**src/rtl/mem_wb_stage.sv**
```systemverilog
`default_nettype none
// ============================================================================
//  Module   : mem_wb_stage
//  Brief    : MEM/WB pipeline register, load alignment/extension, writeback
//             select, store-data forward detect and retired-instruction count.
//  Revision : 1.0 - initial release
// ============================================================================
module mem_wb_stage (
    input  logic        clk,
    input  logic        rst,
    input  logic        stall,
    input  logic        flush,
    input  logic        m_valid,
    input  logic        m_RegWrite,
    input  logic        m_MemRead,
    input  logic        m_MemWrite,
    input  logic [2:0]  m_funct3,
    input  logic [1:0]  m_addr_lo,
    input  logic [4:0]  m_rd,
    input  logic [4:0]  m_rs2,
    input  logic [31:0] reg_data_MEMWB,
    input  logic [31:0] read_data_MEMWB,
    output logic        wb_RegWrite,
    output logic [4:0]  wb_rd,
    output logic [31:0] wb_data,
    output logic        wb_forward,
    output logic        load_fault,
    output logic [31:0] instret
);

    logic        r_valid;
    logic        r_reg_write;
    logic        r_mem_read;
    logic [2:0]  r_funct3;
    logic [1:0]  r_addr_lo;
    logic [4:0]  r_rd;
    logic [31:0] r_reg_data;
    logic [31:0] r_instret;

    logic [7:0]  w_byte;
    logic [15:0] w_half;
    logic [31:0] w_aligned;
    logic        w_fault;
    logic        w_load_fault;
    logic        w_reg_write;

    // Flush only kills valid; the payload fields are don't-care for a bubble.
    always_ff @(posedge clk or posedge rst) begin
        if (rst) begin
            r_valid     <= 1'b0;
            r_reg_write <= 1'b0;
            r_mem_read  <= 1'b0;
            r_funct3    <= 3'd0;
            r_addr_lo   <= 2'd0;
            r_rd        <= 5'd0;
            r_reg_data  <= 32'd0;
        end else if (flush) begin
            r_valid     <= 1'b0;
        end else if (!stall) begin
            r_valid     <= m_valid;
            r_reg_write <= m_RegWrite;
            r_mem_read  <= m_MemRead;
            r_funct3    <= m_funct3;
            r_addr_lo   <= m_addr_lo;
            r_rd        <= m_rd;
            r_reg_data  <= reg_data_MEMWB;
        end
    end

    // The WB instruction retires whenever it leaves the stage: either it
    // advances normally or a flush replaces it with a bubble.
    always_ff @(posedge clk or posedge rst) begin
        if (rst) begin
            r_instret <= 32'd0;
        end else if (r_valid && (!stall || flush)) begin
            r_instret <= r_instret + 32'd1;
        end
    end

    always_comb begin
        w_byte    = 8'd0;
        w_half    = 16'd0;
        w_aligned = 32'd0;
        w_fault   = 1'b0;
        case (r_addr_lo)
            2'd0:    w_byte = read_data_MEMWB[7:0];
            2'd1:    w_byte = read_data_MEMWB[15:8];
            2'd2:    w_byte = read_data_MEMWB[23:16];
            default: w_byte = read_data_MEMWB[31:24];
        endcase
        w_half = r_addr_lo[1] ? read_data_MEMWB[31:16] : read_data_MEMWB[15:0];
        case (r_funct3)
            3'b000: w_aligned = {{24{w_byte[7]}}, w_byte};
            3'b100: w_aligned = {24'd0, w_byte};
            3'b001: begin
                w_aligned = {{16{w_half[15]}}, w_half};
                w_fault   = r_addr_lo[0];
            end
            3'b101: begin
                w_aligned = {16'd0, w_half};
                w_fault   = r_addr_lo[0];
            end
            3'b010: begin
                w_aligned = read_data_MEMWB;
                w_fault   = |r_addr_lo;
            end
            default: begin
                w_aligned = 32'd0;
                w_fault   = 1'b1;
            end
        endcase
    end

    assign w_load_fault = r_valid & r_mem_read & w_fault;
    assign w_reg_write  = r_valid & r_reg_write & (r_rd != 5'd0) & ~w_load_fault;

    assign wb_data     = r_mem_read ? (w_fault ? 32'd0 : w_aligned) : r_reg_data;
    assign wb_rd       = r_rd;
    assign wb_RegWrite = w_reg_write;
    assign load_fault  = w_load_fault;
    assign wb_forward  = w_reg_write & m_MemWrite & m_valid & (r_rd == m_rs2);
    assign instret     = r_instret;

endmodule
`default_nettype wire
```
**config.mk**
```make
export PLATFORM = sky130hd
export DESIGN_NAME = mem_wb_stage
export DESIGN_NICKNAME = d
export VERILOG_FILES = /design/src/rtl/mem_wb_stage.sv
export SDC_FILE = /design/constraint.sdc
export NUM_CORES = 1
export LEC_CHECK = 0
export CAP_MARGIN = 20
export CORE_AREA = 2 2 122 124
export CTS_CLUSTER_SIZE = 24
export DETAILED_ROUTE_END_ITERATION = 6
export DIE_AREA = 0 0 124 126
export HOLD_SLACK_MARGIN = 0.15
export PLACE_DENSITY = 0.6
export SLEW_MARGIN = 20
export SYNTH_ARGS = -nofsm -noshare
export SYNTH_HDL_FRONTEND = slang
export SYNTH_SLANG_ARGS = --single-unit
export TNS_END_PERCENT = 100
```
**constraint.sdc**
```tcl
create_clock -name clk -period 5.9 [get_ports clk]
set_input_delay 0.59 -clock clk [delete_from_list [all_inputs] [get_ports clk]]
set_output_delay 0.59 -clock clk [all_outputs]
set_load 0.005 [all_outputs]
```
==> flow_summary_export.csv <==
group,metric,value,unit
logic_synthesis,synth-seq-cells,77,
final_layout,layout_commonest_cell,"clkdlybuf4s50_1",
power_and_ir_drop,p_int,1.18,mW
final_layout,multiInputGateArea,1970,um^2
critical_path,crit_type,"flip-flop to primary output",
final_layout,area_growth,47.5,%
clock_tree,holdBufCountCts,0,
power_and_ir_drop,power_density,268,nW/um^2
global_routing,grt-ovfl-total,0,
final_layout,fillers,1395,
logic_synthesis,ys_seq_area_frac,0.459,
global_routing,antenna_found_initial,0,
power_and_ir_drop,switching_share,0.290,
clock_tree,ctsResizeCount,0,
clock_tree,cts.sink_count,77,
power_and_ir_drop,combPwrFrac,0.292,
logic_synthesis,synth_area_leaders,"dfrtp_1 46%, xor2_1 4.8%, o22ai_1 4.8%",
sta,final-max-slew-violation-count,0,
global_routing,grt_use_total,0.178,
power_and_ir_drop,total_power,1.66,mW
floorplanning,initial_core_util,0.293,
sta,fmax,270,MHz
logic_synthesis,async_flop_share,1.00,
sta,hold_viol_final,0,
detailed_routing,routed_wl,13600,um
clock_tree,cts_setup_buffers,0,
detailed_routing,drt_drc_violations_left,0,
logic_synthesis,synth_top_area_frac,0.459,
final_layout,final_nets,652,
sta,whs,0.473,ns
final_layout,layout-drive-gt1-share,0.0931,
global_routing,grt_pass1_vias,3922,
critical_path,start_kind,"flip-flop",
floorplanning,fp.dieH,126,um
detailed_routing,routedWlPerCell,18.0,um
sta,min_period_over_period,0.629,
final_layout,final_core_util,0.433,
critical_path,cp_max_fo,16,
clock_tree,cts_tree,"done",
sta,layout_min_cycle_time,3.71,ns
final_layout,layout_common_cells,"158 x clkdlybuf4s50_1, 77 x dfrtp_1, 43 x nand2_1",
placed_design,globalplace.congestion,0.832,
final_layout,regArea,1930,um^2
floorplanning,die_w,124,um
placed_design,place_area,5900,um^2
clock_tree,insertion_delay,0.34,ns
detailed_routing,detail-route-antenna-nets,0,
placed_design,dp_hpwl,9860,um
power_and_ir_drop,vdd_drop_max,0.000145,V
run,drv_cap,0,
logic_synthesis,netlist_area,4200,um^2
detailed_routing,vias_per_cell,5.14,
sta,rsz0062_at_grt,"false",
hold_path,hold_path.class,"flip-flop to flip-flop",
floorplanning,ioPinCount,159,
sta,max_slew_margin,0.352,
final_layout,n_antenna_cell,0,
detailed_routing,drt-initial-drc-count,210,
logic_synthesis,synth_top_cell_by_area,"dfrtp_1",
logic_synthesis,synth.avg_cell_area,9.92,um^2
sta,skew,0.00689,ns
clock_tree,htree_levels,3,
clock_tree,cts_buffers,9,
sta,setup_viol,0,
logic_synthesis,ys_warn_count,0,
clock_tree,cts_root_buffer,"clkbuf_16",
critical_path,end_kind,"primary output",
power_and_ir_drop,netSwitchingPower,0.482,mW
logic_synthesis,synth_fp_nets,511,
power_and_ir_drop,pwr-share-clk,0.323,
sta,fin_tns_setup,0,ns
placed_design,port_buffers,158,
logic_synthesis,synthFlopType,"dfrtp_1",
clock_tree,clockBufferDepth,2,
logic_synthesis,synth-edff-count,0,
global_routing,grt_pass1_wl,21400,um
power_and_ir_drop,p_leak,2.58,nW
critical_path,worstPathArrival,3.12,ns
floorplanning,rows,44,
power_and_ir_drop,seqPwrFrac,0.384,
logic_synthesis,synth_cells,423,
final_layout,design_area,6190,um^2
floorplanning,die-area,15600,um^2
global_routing,grt_max_degree,78,
logic_synthesis,synth.distinct_cells,44,
detailed_routing,vias,3873,
floorplanning,core_area,14300,um^2
clock_tree,path_clk_slew,0.06,ns
detailed_routing,first_pass_iters,5,
critical_path,crit_required,5.31,ns
status,outcome,"finished clean",
sta,max_slew.worst_pin.slew,0.954,ns
cell families after synthesis:
family                   count (synthesis)  share of synthesized area
adder cells (fa/ha/maj)                  1                    0.00298
multiplexers                            26                     0.0900
AND/OR/NAND/NOR                        110                      0.137
flip-flops                              77                      0.459
XOR/XNOR                                36                     0.0751
buffers and inverters                   72                     0.0748
AO/OA/AOI/OAI                          101                      0.161
power groups by stage:
stage | Sequential [mW] | Combinational (mW) | Clock (mW)
4_1_cts | 0.638 | 0.490 | 0.556
3_5_place_dp | 0.648 | 0.487 | 0
2_1_floorplan | 0.624 | 0.252 | 0
5_1_grt | 0.648 | 0.530 | 0.575
6_report | 0.639 | 0.486 | 0.537
3_3_place_gp | 0.647 | 0.477 | 0
stage by stage:
step | std cells | setup WS (ns)
after detailed placement | 737 | 2.29
after global placement | 737 | 2.35
final | 753 | 2.19
after floorplan | 423 | 3.34
after global routing | 753 | 1.96
after CTS | 753 | 2.21
final cells by class:
cell class	count	share of cell area
multi-input combinational	274	0.319
sequential	77	0.311
timing repair buffer	163	0.262
clock inverter	3	0.00303
tap	184	0.0372
clock buffer	13	0.0437
inverter	39	0.0238
sequential cells by signal, summed over array words and instances (netlist names):
signal       cells
r_reg_write      1
r_funct3         3
instret         32
r_addr_lo        2
r_reg_data      32
r_valid          1
wb_rd            5
r_mem_read       1
layer usage:
metal / share of wire / GRT usage
met1: 0.45 / 0.249
met2: 0.47 / 0.269
met3: 0.041 / 0.0272
met4: 0.036 / 0.0853
met5: 0 / 0
cell usage after synthesis, types with 2 or more instances:
| master | count |
|---|---|
| nor3b_1 | 2 |
| nand3_1 | 10 |
| o21ai_0 | 32 |
| mux2_2 | 14 |
| dfrtp_1 | 77 |
| and3_1 | 3 |
| and3b_1 | 2 |
| nor4_1 | 8 |
| nor2_1 | 16 |
| nand2_1 | 43 |
| buf_6 | 3 |
| and4_1 | 6 |
| a222oi_1 | 7 |
| a221oi_1 | 6 |
| clkbuf_1 | 16 |
| o22ai_1 | 32 |
| mux2i_1 | 4 |
| mux4_2 | 8 |
| nand4_1 | 3 |
| buf_4 | 2 |
| a22oi_1 | 16 |
| buf_2 | 11 |
| inv_1 | 39 |
| nand4_2 | 2 |
| nor3_1 | 8 |
| xor2_1 | 23 |
| xnor2_1 | 13 |
critical path, cell delays in order (launching register included):
cell	delay [ns]
dfrtp_1	0.75
mux2i_1	0.25
mux2i_2	0.79
a22oi_1	0.21
o22ai_1	0.23
clkdlybuf4s50_1	0.55
path summary, 6_finish.rpt:
path                       cells after the start  slack (ns)                    endpoint                startpoint
min reg2reg                                    1        0.47     instret[31]$_DFFE_PP0P_   instret[31]$_DFFE_PP0P_
min in group asynchronous                      3        0.79     instret[22]$_DFFE_PP0P_                       rst
min                                            1        0.47     instret[31]$_DFFE_PP0P_   instret[31]$_DFFE_PP0P_
max                                            5        2.19                 wb_data[29]  r_addr_lo[1]$_DFFE_PP0P_
max reg2reg                                    5        3.95     instret[28]$_DFFE_PP0P_    instret[0]$_DFFE_PP0P_
max in group asynchronous                      3        4.62  r_reg_data[14]$_DFFE_PP0P_                       rst
(Power assumes the default switching activity.)
